[src/rtl/mem_access_ctrl.sv]
// mem_access_ctrl
//   Sequences the 4-bank byte-write / word-read matrix memory and shares it
//   between a byte-streaming host (writes) and the NPU (word reads).
//   Generates the lo-byte / hi-byte / settle / commit cycle pattern required
//   by the memory's 16-bit word assembler, and owns mem_we/address/data.
//
// Ports
//   clk, rst          clock; synchronous active-low reset
//   host_start        pulse, open a write session (taken only in IDLE)
//   host_base         session start byte address (bit0 ignored)
//   host_len          number of 16-bit words in the session
//   host_valid/ready  byte handshake, host_data lo byte first then hi byte
//   wr_done           1-cycle pulse when the session completes
//   busy              high whenever the controller is not IDLE
//   rd_req/rd_addr    NPU read request (held until rd_ack), word index
//   rd_ack            combinational, high in the cycle the read is taken
//   rd_valid/rd_data  1-cycle pulse with {bank3,bank2,bank1,bank0}
//   mem_we, mem_address_in, mem_data_in   registered memory controls
//   mem_ram_out       {q3,q2,q1,q0} from the four banks
module mem_access_ctrl #(
    parameter int unsigned RD_LAT = 2,
    parameter int unsigned LEN_W  = 16
) (
    input  logic             clk,
    input  logic             rst,
    input  logic             host_start,
    input  logic [15:0]      host_base,
    input  logic [LEN_W-1:0] host_len,
    input  logic             host_valid,
    input  logic [7:0]       host_data,
    output logic             host_ready,
    output logic             wr_done,
    output logic             busy,
    input  logic             rd_req,
    input  logic [12:0]      rd_addr,
    output logic             rd_ack,
    output logic             rd_valid,
    output logic [63:0]      rd_data,
    output logic             mem_we,
    output logic [15:0]      mem_address_in,
    output logic [7:0]       mem_data_in,
    input  logic [63:0]      mem_ram_out
);

    localparam int unsigned LAT_W = (RD_LAT < 2) ? 1 : $clog2(RD_LAT + 1);
    localparam logic [LAT_W-1:0] LAT_INIT = LAT_W'(RD_LAT - 1);

    typedef enum logic [2:0] {
        IDLE,
        WR_LO,
        WR_HI,
        WR_SETTLE,
        WR_COMMIT,
        RD_WAIT,
        RD_CAP
    } state_t;

    state_t           state, state_nxt;
    logic [15:0]      addr, addr_nxt;
    logic [LEN_W-1:0] wcnt, wcnt_nxt;
    logic [LAT_W-1:0] lat_cnt, lat_nxt;
    logic             ret_wr, ret_nxt;       // read interrupted a session: resume at WR_LO
    logic             rd_served, served_nxt; // a read was already taken since the last commit
    logic             we_nxt;
    logic [15:0]      maddr_nxt;
    logic [7:0]       mdata_nxt;
    logic             done_nxt;
    logic             rv_nxt;
    logic [63:0]      rdata_nxt;

    assign busy = (state != IDLE);

    always_ff @(posedge clk) begin
        if (!rst) begin
            state          <= IDLE;
            addr           <= '0;
            wcnt           <= '0;
            lat_cnt        <= '0;
            ret_wr         <= 1'b0;
            rd_served      <= 1'b0;
            mem_we         <= 1'b0;
            mem_address_in <= '0;
            mem_data_in    <= '0;
            wr_done        <= 1'b0;
            rd_valid       <= 1'b0;
            rd_data        <= '0;
        end else begin
            state          <= state_nxt;
            addr           <= addr_nxt;
            wcnt           <= wcnt_nxt;
            lat_cnt        <= lat_nxt;
            ret_wr         <= ret_nxt;
            rd_served      <= served_nxt;
            mem_we         <= we_nxt;
            mem_address_in <= maddr_nxt;
            mem_data_in    <= mdata_nxt;
            wr_done        <= done_nxt;
            rd_valid       <= rv_nxt;
            rd_data        <= rdata_nxt;
        end
    end

    always_comb begin
        state_nxt  = state;
        addr_nxt   = addr;
        wcnt_nxt   = wcnt;
        lat_nxt    = lat_cnt;
        ret_nxt    = ret_wr;
        served_nxt = rd_served;
        we_nxt     = 1'b0;
        maddr_nxt  = mem_address_in;
        mdata_nxt  = mem_data_in;
        done_nxt   = 1'b0;
        rv_nxt     = 1'b0;
        rdata_nxt  = rd_data;
        host_ready = 1'b0;
        rd_ack     = 1'b0;

        case (state)
            IDLE: begin
                if (rd_req) begin
                    rd_ack    = 1'b1;
                    state_nxt = RD_WAIT;
                    lat_nxt   = LAT_INIT;
                    maddr_nxt = {2'b00, rd_addr, 1'b0};
                    ret_nxt   = 1'b0;
                    // A simultaneous start is latched now and opened after the
                    // read, with the first word guaranteed before the next read.
                    if (host_start) begin
                        if (host_len != '0) begin
                            addr_nxt   = host_base & 16'hFFFE;
                            wcnt_nxt   = host_len;
                            ret_nxt    = 1'b1;
                            served_nxt = 1'b1;
                        end else begin
                            done_nxt = 1'b1;
                        end
                    end
                end else if (host_start) begin
                    if (host_len != '0) begin
                        addr_nxt   = host_base & 16'hFFFE;
                        wcnt_nxt   = host_len;
                        served_nxt = 1'b0;
                        state_nxt  = WR_LO;
                    end else begin
                        done_nxt = 1'b1;
                    end
                end
            end

            WR_LO: begin
                if (rd_req && !rd_served) begin
                    rd_ack     = 1'b1;
                    state_nxt  = RD_WAIT;
                    lat_nxt    = LAT_INIT;
                    maddr_nxt  = {2'b00, rd_addr, 1'b0};
                    ret_nxt    = 1'b1;
                    served_nxt = 1'b1;
                end else begin
                    host_ready = 1'b1;
                    if (host_valid) begin
                        maddr_nxt = addr;
                        mdata_nxt = host_data;
                        state_nxt = WR_HI;
                    end
                end
            end

            WR_HI: begin
                host_ready = 1'b1;
                if (host_valid) begin
                    maddr_nxt = addr | 16'h0001;
                    mdata_nxt = host_data;
                    state_nxt = WR_SETTLE;
                end
            end

            WR_SETTLE: begin
                we_nxt    = 1'b1;
                state_nxt = WR_COMMIT;
            end

            WR_COMMIT: begin
                addr_nxt   = addr + 16'd2;
                wcnt_nxt   = wcnt - LEN_W'(1);
                served_nxt = 1'b0;
                if (wcnt == LEN_W'(1)) begin
                    done_nxt  = 1'b1;
                    state_nxt = IDLE;
                end else begin
                    state_nxt = WR_LO;
                end
            end

            RD_WAIT: begin
                if (lat_cnt == '0) begin
                    state_nxt = RD_CAP;
                end else begin
                    lat_nxt = lat_cnt - LAT_W'(1);
                end
            end

            RD_CAP: begin
                rdata_nxt = mem_ram_out;
                rv_nxt    = 1'b1;
                state_nxt = ret_wr ? WR_LO : IDLE;
            end

            default: state_nxt = IDLE;
        endcase
    end

endmodule

[config.mk]
export PLATFORM = sky130hd
export DESIGN_NAME = mem_access_ctrl
export DESIGN_NICKNAME = d
export VERILOG_FILES = /design/src/rtl/mem_access_ctrl.sv
export SDC_FILE = /design/constraint.sdc
export NUM_CORES = 1
export LEC_CHECK = 0
export CAP_MARGIN = 20
export CORE_MARGIN = 1.5
export CORE_UTILIZATION = 40
export CTS_BUF_LIST = sky130_fd_sc_hd__clkbuf_8 sky130_fd_sc_hd__clkbuf_16
export DETAILED_ROUTE_END_ITERATION = 12
export PLACE_DENSITY = 0.87
export SLEW_MARGIN = 20
export SYNTH_ARGS = -nofsm -noshare
export SYNTH_HDL_FRONTEND = slang
export SYNTH_SLANG_ARGS = --single-unit
[constraint.sdc]
create_clock -name clk -period 1.8 [get_ports clk]
set_input_delay 0.36 -clock clk [delete_from_list [all_inputs] [get_ports clk]]
set_output_delay 0.36 -clock clk [all_outputs]
set_load 0.02 [all_outputs]
Word level (Yosys, flattened, before mapping)
Index checks and enable logic that the tools add are counted.

Bits in registers: 130. Latch bits: 0. RAM bits: 0. ROM bits: 0. Input bits: 122. Output and inout port bits: 94. Word-level logic and storage cells: 102. Memories: 0.

Add/subtract/negate cells: 3. Multipliers: 0. Divide/modulo/power cells: 0. Magnitude comparators: 0. Equality and inequality tests: 18. Shifts and indexed selects: 0. Mux-type cells: 50. Bitwise gates (word level): 0. Reduce and logical (&&, ||, !) cells: 19.

Operators by type and width (number): two-way mux 16 bit (8); one-hot mux 16 bit (2 select lines) (2); one-hot mux 16 bit (3 select lines) (1); two-way mux 3 bit (7); one-hot mux 3 bit (7 select lines) (1); two-way mux 1 bit (19); adder 16 x 2 -> 16 bit, second input constant (1); == test 16 x 1 -> 1 bit, second input constant (1); two-way mux 8 bit (2); inequality test 2 bit, second input constant (8); one-hot mux 8 bit (2 select lines) (1); nonzero test 16 bit (1); subtractor 16 x 1 -> 16 bit, second input constant (1); AND reduction 4 bit (3); nonzero test 3 bit (4); == test 3 bit, second input constant (3); inequality test 3 bit, second input constant (3); one-hot mux 1 bit (2 select lines) (4); == test 3 x 2 -> 1 bit, second input constant (2); two-way mux 2 bit (3); one-hot mux 2 bit (3 select lines) (1); AND reduction 3 bit (2); nonzero test 2 bit (3); AND reduction 5 bit (1); 8 further kinds (8).

Longest topological paths before layout
Gate-level depths: netlist of the first run.

Depth in word-level cells: 5. Mapped depth: 7. Mapped depth without buffers: 7.

Least setup slack after synthesis of the first run
OpenSTA, ideal clock, no wires.

Kind: register -> register. From: register wcnt[2]. To: register wcnt[15]. Library setup time: 74 ps. Arrival: 1903 ps. Data required time: 1726 ps. Slack: -178 ps. Cell stages (with the launch flop): 7. Buffers on the path: 1. Clock period less this slack: 1978 ps. Path through: dfxtp_1 or4_1 buf_2 nor4b_4 nand4_1 or3_1 a31oi_1.

Word-level cells in the longest chain between the ends: 2.

Ends and longest elaborated chain: from (decl) (line 60) `logic [LEN_W-1:0] wcnt, wcnt_nxt;`; from (signal assigned) (line 90) `wcnt <= wcnt_nxt;`; subtractor 16 x 1 -> 16 bit (line 185) `wcnt_nxt = wcnt - LEN_W'(1);`; one-hot mux 16 bit (2 select lines) (line 119) `case (state)`.

No other way between the ends. A chain may end at the register's enable or synchronous reset.

Worst setup path after layout of the first run
From: register wcnt[7]. To: register wcnt[15].

The elaborated chain is that of the path after synthesis.

==> results of run 1 <==
## worst min-delay path, stage by stage
cell and delay (ps):
sky130_fd_sc_hd__dlymetal6s2s_1 200, sky130_fd_sc_hd__a2bb2oi_2 90, sky130_fd_sc_hd__a21oi_1 130
## final cells by class
cell class | count | area, um^2
Fill cell | 888 | 3610
Timing Repair Buffer | 332 | 3210
Multi-Input combinational cell | 498 | 3070
Sequential cell | 129 | 2590
Clock buffer | 18 | 439
Tap cell | 176 | 220
Clock inverter | 14 | 203
Inverter | 12 | 50.0
Antenna cell | 1 | 2.50
## sequential cells by signal, indices dropped and copies added (netlist names)
| register | flops |
|---|---|
| rd_data | 64 |
| mem_address_in | 16 |
| wcnt | 16 |
| addr | 15 |
| mem_data_in | 8 |
| state | 3 |
| lat_cnt | 2 |
| mem_we | 1 |
| rd_served | 1 |
| rd_valid | 1 |
| ret_wr | 1 |
| wr_done | 1 |
## placed cells by master, fill, tap and decap left out, types with 4 or more instances in the layout
cell	instances
sky130_fd_sc_hd__clkdlybuf4s50_1	194
sky130_fd_sc_hd__nand2_1	145
sky130_fd_sc_hd__dfxtp_1	123
sky130_fd_sc_hd__buf_4	101
sky130_fd_sc_hd__a21oi_1	86
sky130_fd_sc_hd__nor2_1	45
sky130_fd_sc_hd__mux2i_1	25
sky130_fd_sc_hd__nand3_1	19
sky130_fd_sc_hd__clkbuf_16	19
sky130_fd_sc_hd__o21ai_0	18
sky130_fd_sc_hd__a211oi_1	13
sky130_fd_sc_hd__dlymetal6s2s_1	13
sky130_fd_sc_hd__buf_6	11
sky130_fd_sc_hd__a21oi_2	8
sky130_fd_sc_hd__inv_1	7
sky130_fd_sc_hd__nor3_1	7
sky130_fd_sc_hd__buf_12	7
sky130_fd_sc_hd__a211oi_2	6
sky130_fd_sc_hd__clkinvlp_4	5
sky130_fd_sc_hd__nand4_1	5
sky130_fd_sc_hd__or3_1	5
sky130_fd_sc_hd__dfxtp_2	5
sky130_fd_sc_hd__nand2b_1	4
sky130_fd_sc_hd__nor4_2	4
sky130_fd_sc_hd__xnor2_1	4
sky130_fd_sc_hd__a22oi_1	4
sky130_fd_sc_hd__a31oi_1	4
sky130_fd_sc_hd__o31ai_1	4
sky130_fd_sc_hd__o211ai_1	4
sky130_fd_sc_hd__bufinv_16	4
sky130_fd_sc_hd__inv_6	4
sky130_fd_sc_hd__dlygate4sd2_1	4
## final timing paths
| path | start | end | slack (ps) |
|---|---|---|---|
| hold / removal | host_len[9] | wcnt[9] | 400 |
| hold reg to reg | rd_data[26] | rd_data[26] | 450 |
| setup reg to reg | wcnt[7] | wcnt[15] | -200 |
| setup / recovery | wcnt[7] | wcnt[15] | -200 |
## cells in the mapped netlist (all sizes together), types with 2 or more instances
cell type  instances  area share (%)
nand3             21             1.9
or4                2            0.27
a21oi             94             8.5
nand3b             2            0.27
a2bb2oi            4            0.63
o21ai             20             1.8
o211ai             4            0.54
xnor2              6            0.95
ha                 4            0.90
inv               11            0.74
a31oi              4            0.45
nor3b              2            0.27
nor3               9            0.81
o21a               3            0.41
clkbuf            38             2.6
nand2            150              10
or2                4            0.45
buf               13             1.0
a22oi              4            0.54
a32oi              3            0.47
o221ai             2            0.32
or3                8             1.0
o211a              2            0.36
and3               2            0.23
nor2              51             3.4
a211oi            19             2.6
nor2b              3            0.34
nor4               9             1.0
o31ai              4            0.54
a311oi             2            0.32
nor4b              2            0.59
and2               3            0.34
mux2i             25             4.5
o31a               2            0.32
a41oi              3            0.47
nand4              5            0.56
o22ai              2            0.23
nand2b             6            0.68
dfxtp            129              46
## power breakdown
group	total (mW)	switching, mW	internal (mW)
combinational	7.21	3.68	3.53
clock	3.75	1.38	2.37
sequential	3.84	0.434	3.41
total	14.8	5.49	9.31
## timing repair
action | CTS | global route
pin swaps | 13 | 30
cloned | 0 | 3
buffers inserted | 4 | 15
setup endpoints to repair | 31 | 51
endpoints found under the hold margin | 0 | 0
gates resized for setup | 46 | 72
## logic make-up after synthesis
| group | after synthesis |
|---|---|
| multiplexers | 26 |
| AO/OA/AOI/OAI | 179 |
| AND/OR/NAND/NOR | 282 |
| buffers and inverters | 63 |
| flip-flops | 129 |
| adder cells (fa/ha/maj) | 4 |
| XOR/XNOR | 7 |
## metrics by stage
stage	worst slack [ps]	power (mW)	cell area, um^2	hold WS [ps]
finish	-196	14.8	9790	396
floorplan	-128	6.92	5610	445
global placement	-525	9.33	8590	440
detailed placement	-539	9.48	8590	446
CTS	-108	13.5	9360	454
global route	-233	15.4	9790	369
## layer usage
layer / wire [um] / track usage (%) / up-vias
li1: - / - / 3011
met3: 1770 / 8.13 / 73
met4: 958 / 13.2 / 2
met1: 7990 / 29.4 / 3047
met5: 13 / 0 / -
met2: 10500 / 45.6 / 344
==> qor_table.md, run 1 <==
| Parameter | This run |
|---|---|
| Result of the run | finished, violations left |
| Violations in the final reports | negative setup slack |
| Total CTS buffers | 17 |
| Number of library cell types mapped by synthesis | 59 |
| Synthesized Nets | 816 |
| Post-synthesis compound-gate area fraction | 19.6% |
| Number of vias per cell | 5.49 |
| Initial standard-cell utilization of the core | 41.5% |
| Depth of the worst register-to-register path | 5 |
| Largest net degree at the start of global routing | 66 |
| DR WL/cell | 18.0 um |
| Unrepaired setup endpoints after global routing | true |
| Clk buf depth | 2 |
| Floorplan die area | 0.0146 mm^2 |
| Total wirelength of the detailed-routed design | 21,200 um |
| Worst Path Arrival | 2340 ps |
| Last weighted congestion value of the routability-driven placer | 0.960 |
| Starting DRC count in detailed routing | 550 |
| Quantity of I/O buffers inserted on ports | 214 |
| Finished Core Util | 73.0% |
| DRC | 0 |
| Worst Setup Path Type | reg -> reg |
| DP HPWL | 13,600 um |
| Final cell count without fillers | 1,180 |
| Synthesized instance count | 690 |
| Number of buffer and inverter instances along the worst setup path | 0 |
| Synth Area in XOR/XNOR | 1.10% |
| Chain of cells forming the critical path | or4_4, nor4b_4, nand4_1, or3_1, a31oi_1 |
| Clock transition at the registers of the reported paths | 60 ps |
| Hold buffers post-CTS | 0 |
| DIE HEIGHT | 121 um |
| Hold path cells | 3 |
| CP startpoint kind | flop |
| Share of final-layout standard cells stronger than drive strength 1 | 22.8% |
| Total gr overflow | 0 |
| Largest fanout of any net on the critical path | 3 |
| Req. time, crit path | 2140 ps |
| Die boundary width | 121 um |
| Post-synthesis adder-cell area fraction | 0.901% |
| TritonCTS clock tree | done |
| Worst min path class | in -> reg |
| Simple logic cell fraction of the synthesized area | 22.8% |
| Worst VDD drop | 0.675 mV |
| Worst path slowest cell | sky130_fd_sc_hd__or4_4 |
| Number of maximum-capacitance violations | 0 |
| Cell family contributing the most delay on the critical path | simple AND/OR/NAND/NOR gates |
| Final-report setup violation count | 17 |
| Multiplexer area fraction after synthesis | 4.71% |
| Number of synthesized flops with an enable pin | 0 |
| Final cycle utilization of the critical path | 111% |
| Number of iterations in the first detailed-routing pass | 5 |
| Max-slew headroom at the worst pin | 64.6% |
| Endpoints failing hold | 0 |
| Site Rows | 42 |
| Top flip-flop cell by instance count after synthesis | sky130_fd_sc_hd__dfxtp_1 |
| Leakage dissipation | 3.74 nW |
| Via count of the first global-routing pass | 6,181 |
| Nets@finish | 1,116 |
| Setup slack after layout | -196 ps |
| Io pins | 216 |
| Sequential share of the synthesized area | 46.5% |
| First-pass GRT wire length | 30,300 um |
| Critical Path End Type | flop |
| Synth-to-Final Area Change | 76.2% |
| Slew of the pin with the lowest slew margin | 527 ps |
| Final slew viol count | 0 |
| Total Routing Usage GR | 26.4% |
| Placeable core region | 0.0134 mm^2 |
| Flops & latches, synth | 129 |
| Pwr dens | 1510 mW/mm^2 |
| Max Clock Skew | 7.43 ps |
| Setup TNS | -928 ps |
| Clock root buffer master | sky130_fd_sc_hd__clkbuf_16 |
| Average cell area after synthesis | 8.05 um^2 |
| Overall via count from detail_route | 6,477 |
| Skew-Pair Late Insertion Delay | 420 ps |
| Tmin final | 2000 ps |
| Clock net sink count | 129 |
| Cell depth of the worst setup path | 5 |
| Initial antenna violation count | 2 |
| Maximum operating frequency | 501 MHz |
| H-tree Lvls | 4 |
| Post-Syn Area | 0.00556 mm^2 |
| Maximum cell stage delay along the critical path | 570 ps |
| Fraction of registers with async set or reset after synthesis | 0% |
| Number of placed cells counting well taps | 1,126 |
| ANT nets after route | 0 |
| Combinational family with the most area after synthesis | simple AND/OR/NAND/NOR gates |
| Number of warnings reported in the yosys synthesis log | 0 |
Power figures use the tool's default switching activity.
==> run 2, diff against run 1 <==
--- a/config.mk
+++ b/config.mk
@@ -11,6 +11,7 @@
 export CTS_BUF_LIST = sky130_fd_sc_hd__clkbuf_8 sky130_fd_sc_hd__clkbuf_16
 export DETAILED_ROUTE_END_ITERATION = 12
 export PLACE_DENSITY = 0.87
+export RECOVER_POWER = 100
 export SLEW_MARGIN = 20
 export SYNTH_ARGS = -nofsm -noshare
 export SYNTH_HDL_FRONTEND = slang
==> qor_table.md, run 2 (synthesized netlist as in run 1, its figures left out) <==
| Parameter | This run | Change |
|---|---|---|
| Result of the run | finished, violations left | unchanged |
| Violations in the final reports | negative setup slack | unchanged |
| Biggest register | rd_data | unchanged |
| DR WL/cell | 17.9 um | was 18.0 um |
| ANT nets after route | 0 | unchanged |
| H-tree Lvls | 4 | unchanged |
| Placeable core region | 0.0134 mm^2 | unchanged |
| Hold buffers post-CTS | 0 | unchanged |
| Worst path slowest cell | sky130_fd_sc_hd__dfxtp_2 | was sky130_fd_sc_hd__or4_4 |
| Total wirelength of the detailed-routed design | 21,100 um | was 21,200 um |
| Worst Path Arrival | 2340 ps | about the same |
| Maximum cell stage delay along the critical path | 370 ps | was 570 ps |
| Number of iterations in the first detailed-routing pass | 5 | unchanged |
| Max-slew headroom at the worst pin | 64.8% | was 64.6% |
| Regs by FF count | rd_data x64, mem_address_in x16, wcnt x16 | unchanged |
| Critical Path End Type | flop | unchanged |
| CP startpoint kind | flop | unchanged |
| Leakage dissipation | 3.68 nW | was 3.74 nW |
| First-pass GRT wire length | 30,300 um | unchanged |
| Worst Setup Path Type | reg -> reg | unchanged |
| DIE HEIGHT | 121 um | unchanged |
| Maximum operating frequency | 494 MHz | was 501 MHz |
| CP Launch Point | state[0] | was wcnt[7] |
| Total CTS buffers | 17 | unchanged |
| Largest fanout of any net on the critical path | 7 | was 3 |
| Largest net degree at the start of global routing | 66 | unchanged |
| Setup slack after layout | -223 ps | was -196 ps |
| DP HPWL | 13,600 um | unchanged |
| Depth of the worst register-to-register path | 9 | was 5 |
| Unrepaired setup endpoints after global routing | true | unchanged |
| Io pins | 216 | unchanged |
| Clock net sink count | 129 | unchanged |
| Max Clock Skew | 7.22 ps | was 7.43 ps |
| Site Rows | 42 | unchanged |
| Starting DRC count in detailed routing | 590 | was 550 |
| Start of the worst register-to-register path | state[0] | was wcnt[7] |
| Number of placed cells counting well taps | 1,126 | unchanged |
| Total Routing Usage GR | 26.4% | unchanged |
| Endpoints failing hold | 0 | unchanged |
| Req. time, crit path | 2120 ps | was 2140 ps |
| Cell family contributing the most delay on the critical path | buffers and inverters | was simple AND/OR/NAND/NOR gates |
| Floorplan die area | 0.0146 mm^2 | unchanged |
| Final-report setup violation count | 49 | was 17 |
| Number of buffer and inverter instances along the worst setup path | 4 | was 0 |
| Reg-to-Reg End | mem_address_in[7] | was wcnt[15] |
| Most common cell after layout, fill and taps aside | sky130_fd_sc_hd__clkdlybuf4s50_1 | unchanged |
| Pwr dens | 1510 mW/mm^2 | about the same |
| Synth-to-Final Area Change | 75.2% | was 76.2% |
| Skew-Pair Late Insertion Delay | 420 ps | about the same |
| Nets@finish | 1,116 | unchanged |
| Clock root buffer master | sky130_fd_sc_hd__clkbuf_16 | unchanged |
| Worst VDD drop | 0.674 mV | was 0.675 mV |
| Final cycle utilization of the critical path | 112% | was 111% |
| Last weighted congestion value of the routability-driven placer | 0.960 | unchanged |
| PnR Total Power | 14.7 mW | was 14.8 mW |
| Last element of the critical path | mem_address_in[7] | was wcnt[15] |
| Clk buf depth | 2 | unchanged |
| Die boundary width | 121 um | unchanged |
| Worst min path class | in -> reg | unchanged |
| Filler instances | 905 | was 888 |
| Final hold slack | 395 ps | was 396 ps |
| TritonCTS clock tree | done | unchanged |
| Final cell count without fillers | 1,180 | unchanged |
| Number of maximum-capacitance violations | 0 | unchanged |
| Share of final-layout standard cells stronger than drive strength 1 | 22.6% | was 22.8% |
| Chain of cells forming the critical path | clkbuf_1, nor2b_4, a21oi_2, clkbuf_2, o31a_1, buf_6, clkbuf_16, nor2_1, a211oi_1 | was or4_4, nor4b_4, nand4_1, or3_1, a31oi_1 |
| Total gr overflow | 0 | unchanged |
| Initial antenna violation count | 2 | unchanged |
| Leading cell types in the layout, fill and taps excluded | sky130_fd_sc_hd__clkdlybuf4s50_1, sky130_fd_sc_hd__nand2_1, sky130_fd_sc_hd__dfxtp_1 | unchanged |
| Max FFs per register | 64 | unchanged |
| Quantity of I/O buffers inserted on ports | 214 | unchanged |
| Via count of the first global-routing pass | 6,181 | unchanged |
| Overall via count from detail_route | 6,477 | unchanged |
| Number of vias per cell | 5.49 | unchanged |
| Tmin final | 2020 ps | was 2000 ps |
| Setup slack of the worst register-to-register path | -220 ps | was -200 ps |
| Cell depth of the worst setup path | 9 | was 5 |
| Initial standard-cell utilization of the core | 41.5% | unchanged |
| Slew of the pin with the lowest slew margin | 524 ps | was 527 ps |
| DRC | 0 | unchanged |
| Final slew viol count | 0 | unchanged |
| Clock transition at the registers of the reported paths | 60 ps | about the same |
## run 2: cell types whose count changed in the layout (fill, tap and decap cells not counted), moves of 2 or more
cell                              previous run  this run
sky130_fd_sc_hd__buf_4                     101        98
sky130_fd_sc_hd__clkbuf_1                    0         3
sky130_fd_sc_hd__buf_12                      7         5
sky130_fd_sc_hd__clkbuf_2                    0         2
sky130_fd_sc_hd__clkdlybuf4s50_1           194       192
sky130_fd_sc_hd__dlygate4sd3_1               0         2
sky130_fd_sc_hd__dlymetal6s2s_1             13        11
## run 2: power breakdown
part | internal (mW) | switching [mW] | total [mW]
Clock | 2.38 | 1.37 | 3.75
Sequential | 3.40 | 0.435 | 3.84
Combinational | 3.48 | 3.66 | 7.14
## run 2: cell type report
type | count | area, um^2 | share of cell area [%]
inverters | 12 | 50.0 | 0.514
multi-input cells | 498 | 3060 | 31.5
repair buffers | 332 | 3160 | 32.5
flip-flops and latches | 129 | 2590 | 26.6
well taps | 176 | 220 | 2.26
diodes | 1 | 2.50 | 0.0257
clock inverters | 14 | 203 | 2.08
clock buffers | 18 | 439 | 4.51
## run 2: repair_timing
item,4_1_cts,5_1_grt
endpoints found under the setup margin,31,51
pin swaps,13,30
buffers inserted,4,15
gates cloned,0,3
resized for setup,46,72
## run 2: how the worst min path moves through the flow
stage,from,end,slack (ps),cells past startpoint
6_report,host_len[14],wcnt[14],390,4
5_1_grt,host_len[9],wcnt[9],370,3
4_1_cts,rd_data[26],rd_data[26],450,2
3_5_place_dp,rd_data[30],rd_data[30],450,2
3_3_place_gp,rd_data[56],rd_data[56],440,2
2_1_floorplan,addr[14],addr[14],450,2
## run 2: worst reg2reg max path, stage by stage (launching register included)
cell,delay (ps)
sky130_fd_sc_hd__dfxtp_2,370
sky130_fd_sc_hd__clkbuf_1,310
sky130_fd_sc_hd__nor2b_4,90
sky130_fd_sc_hd__a21oi_2,160
sky130_fd_sc_hd__clkbuf_2,180
sky130_fd_sc_hd__o31a_1,210
sky130_fd_sc_hd__buf_6,150
sky130_fd_sc_hd__clkbuf_16,150
sky130_fd_sc_hd__nor2_1,60
sky130_fd_sc_hd__a211oi_1,250
## run 2: metal layers
| layer | vias up | GRT usage (%) | part of all wire, % |
|---|---|---|---|
| met3 | 84 | 8.13 | 8.2 |
| met5 | - | 0 | 0.062 |
| met4 | 2 | 13.2 | 4.7 |
| li1 | 3013 | - | - |
| met2 | 355 | 45.6 | 49 |
| met1 | 3023 | 29.4 | 38 |
## run 2: through the flow
stage               worst slack [ps]  setup TNS (ps)  area [um^2]  utilization, %
floorplan                       -128            -214         5610               -
CTS                             -108            -226         9360            69.9
global route                    -303          -11570         9730            72.6
finish                          -223           -3810         9730            72.6
global placement                -525          -19030         8590            64.1
detailed placement              -539          -20810         8590            64.1
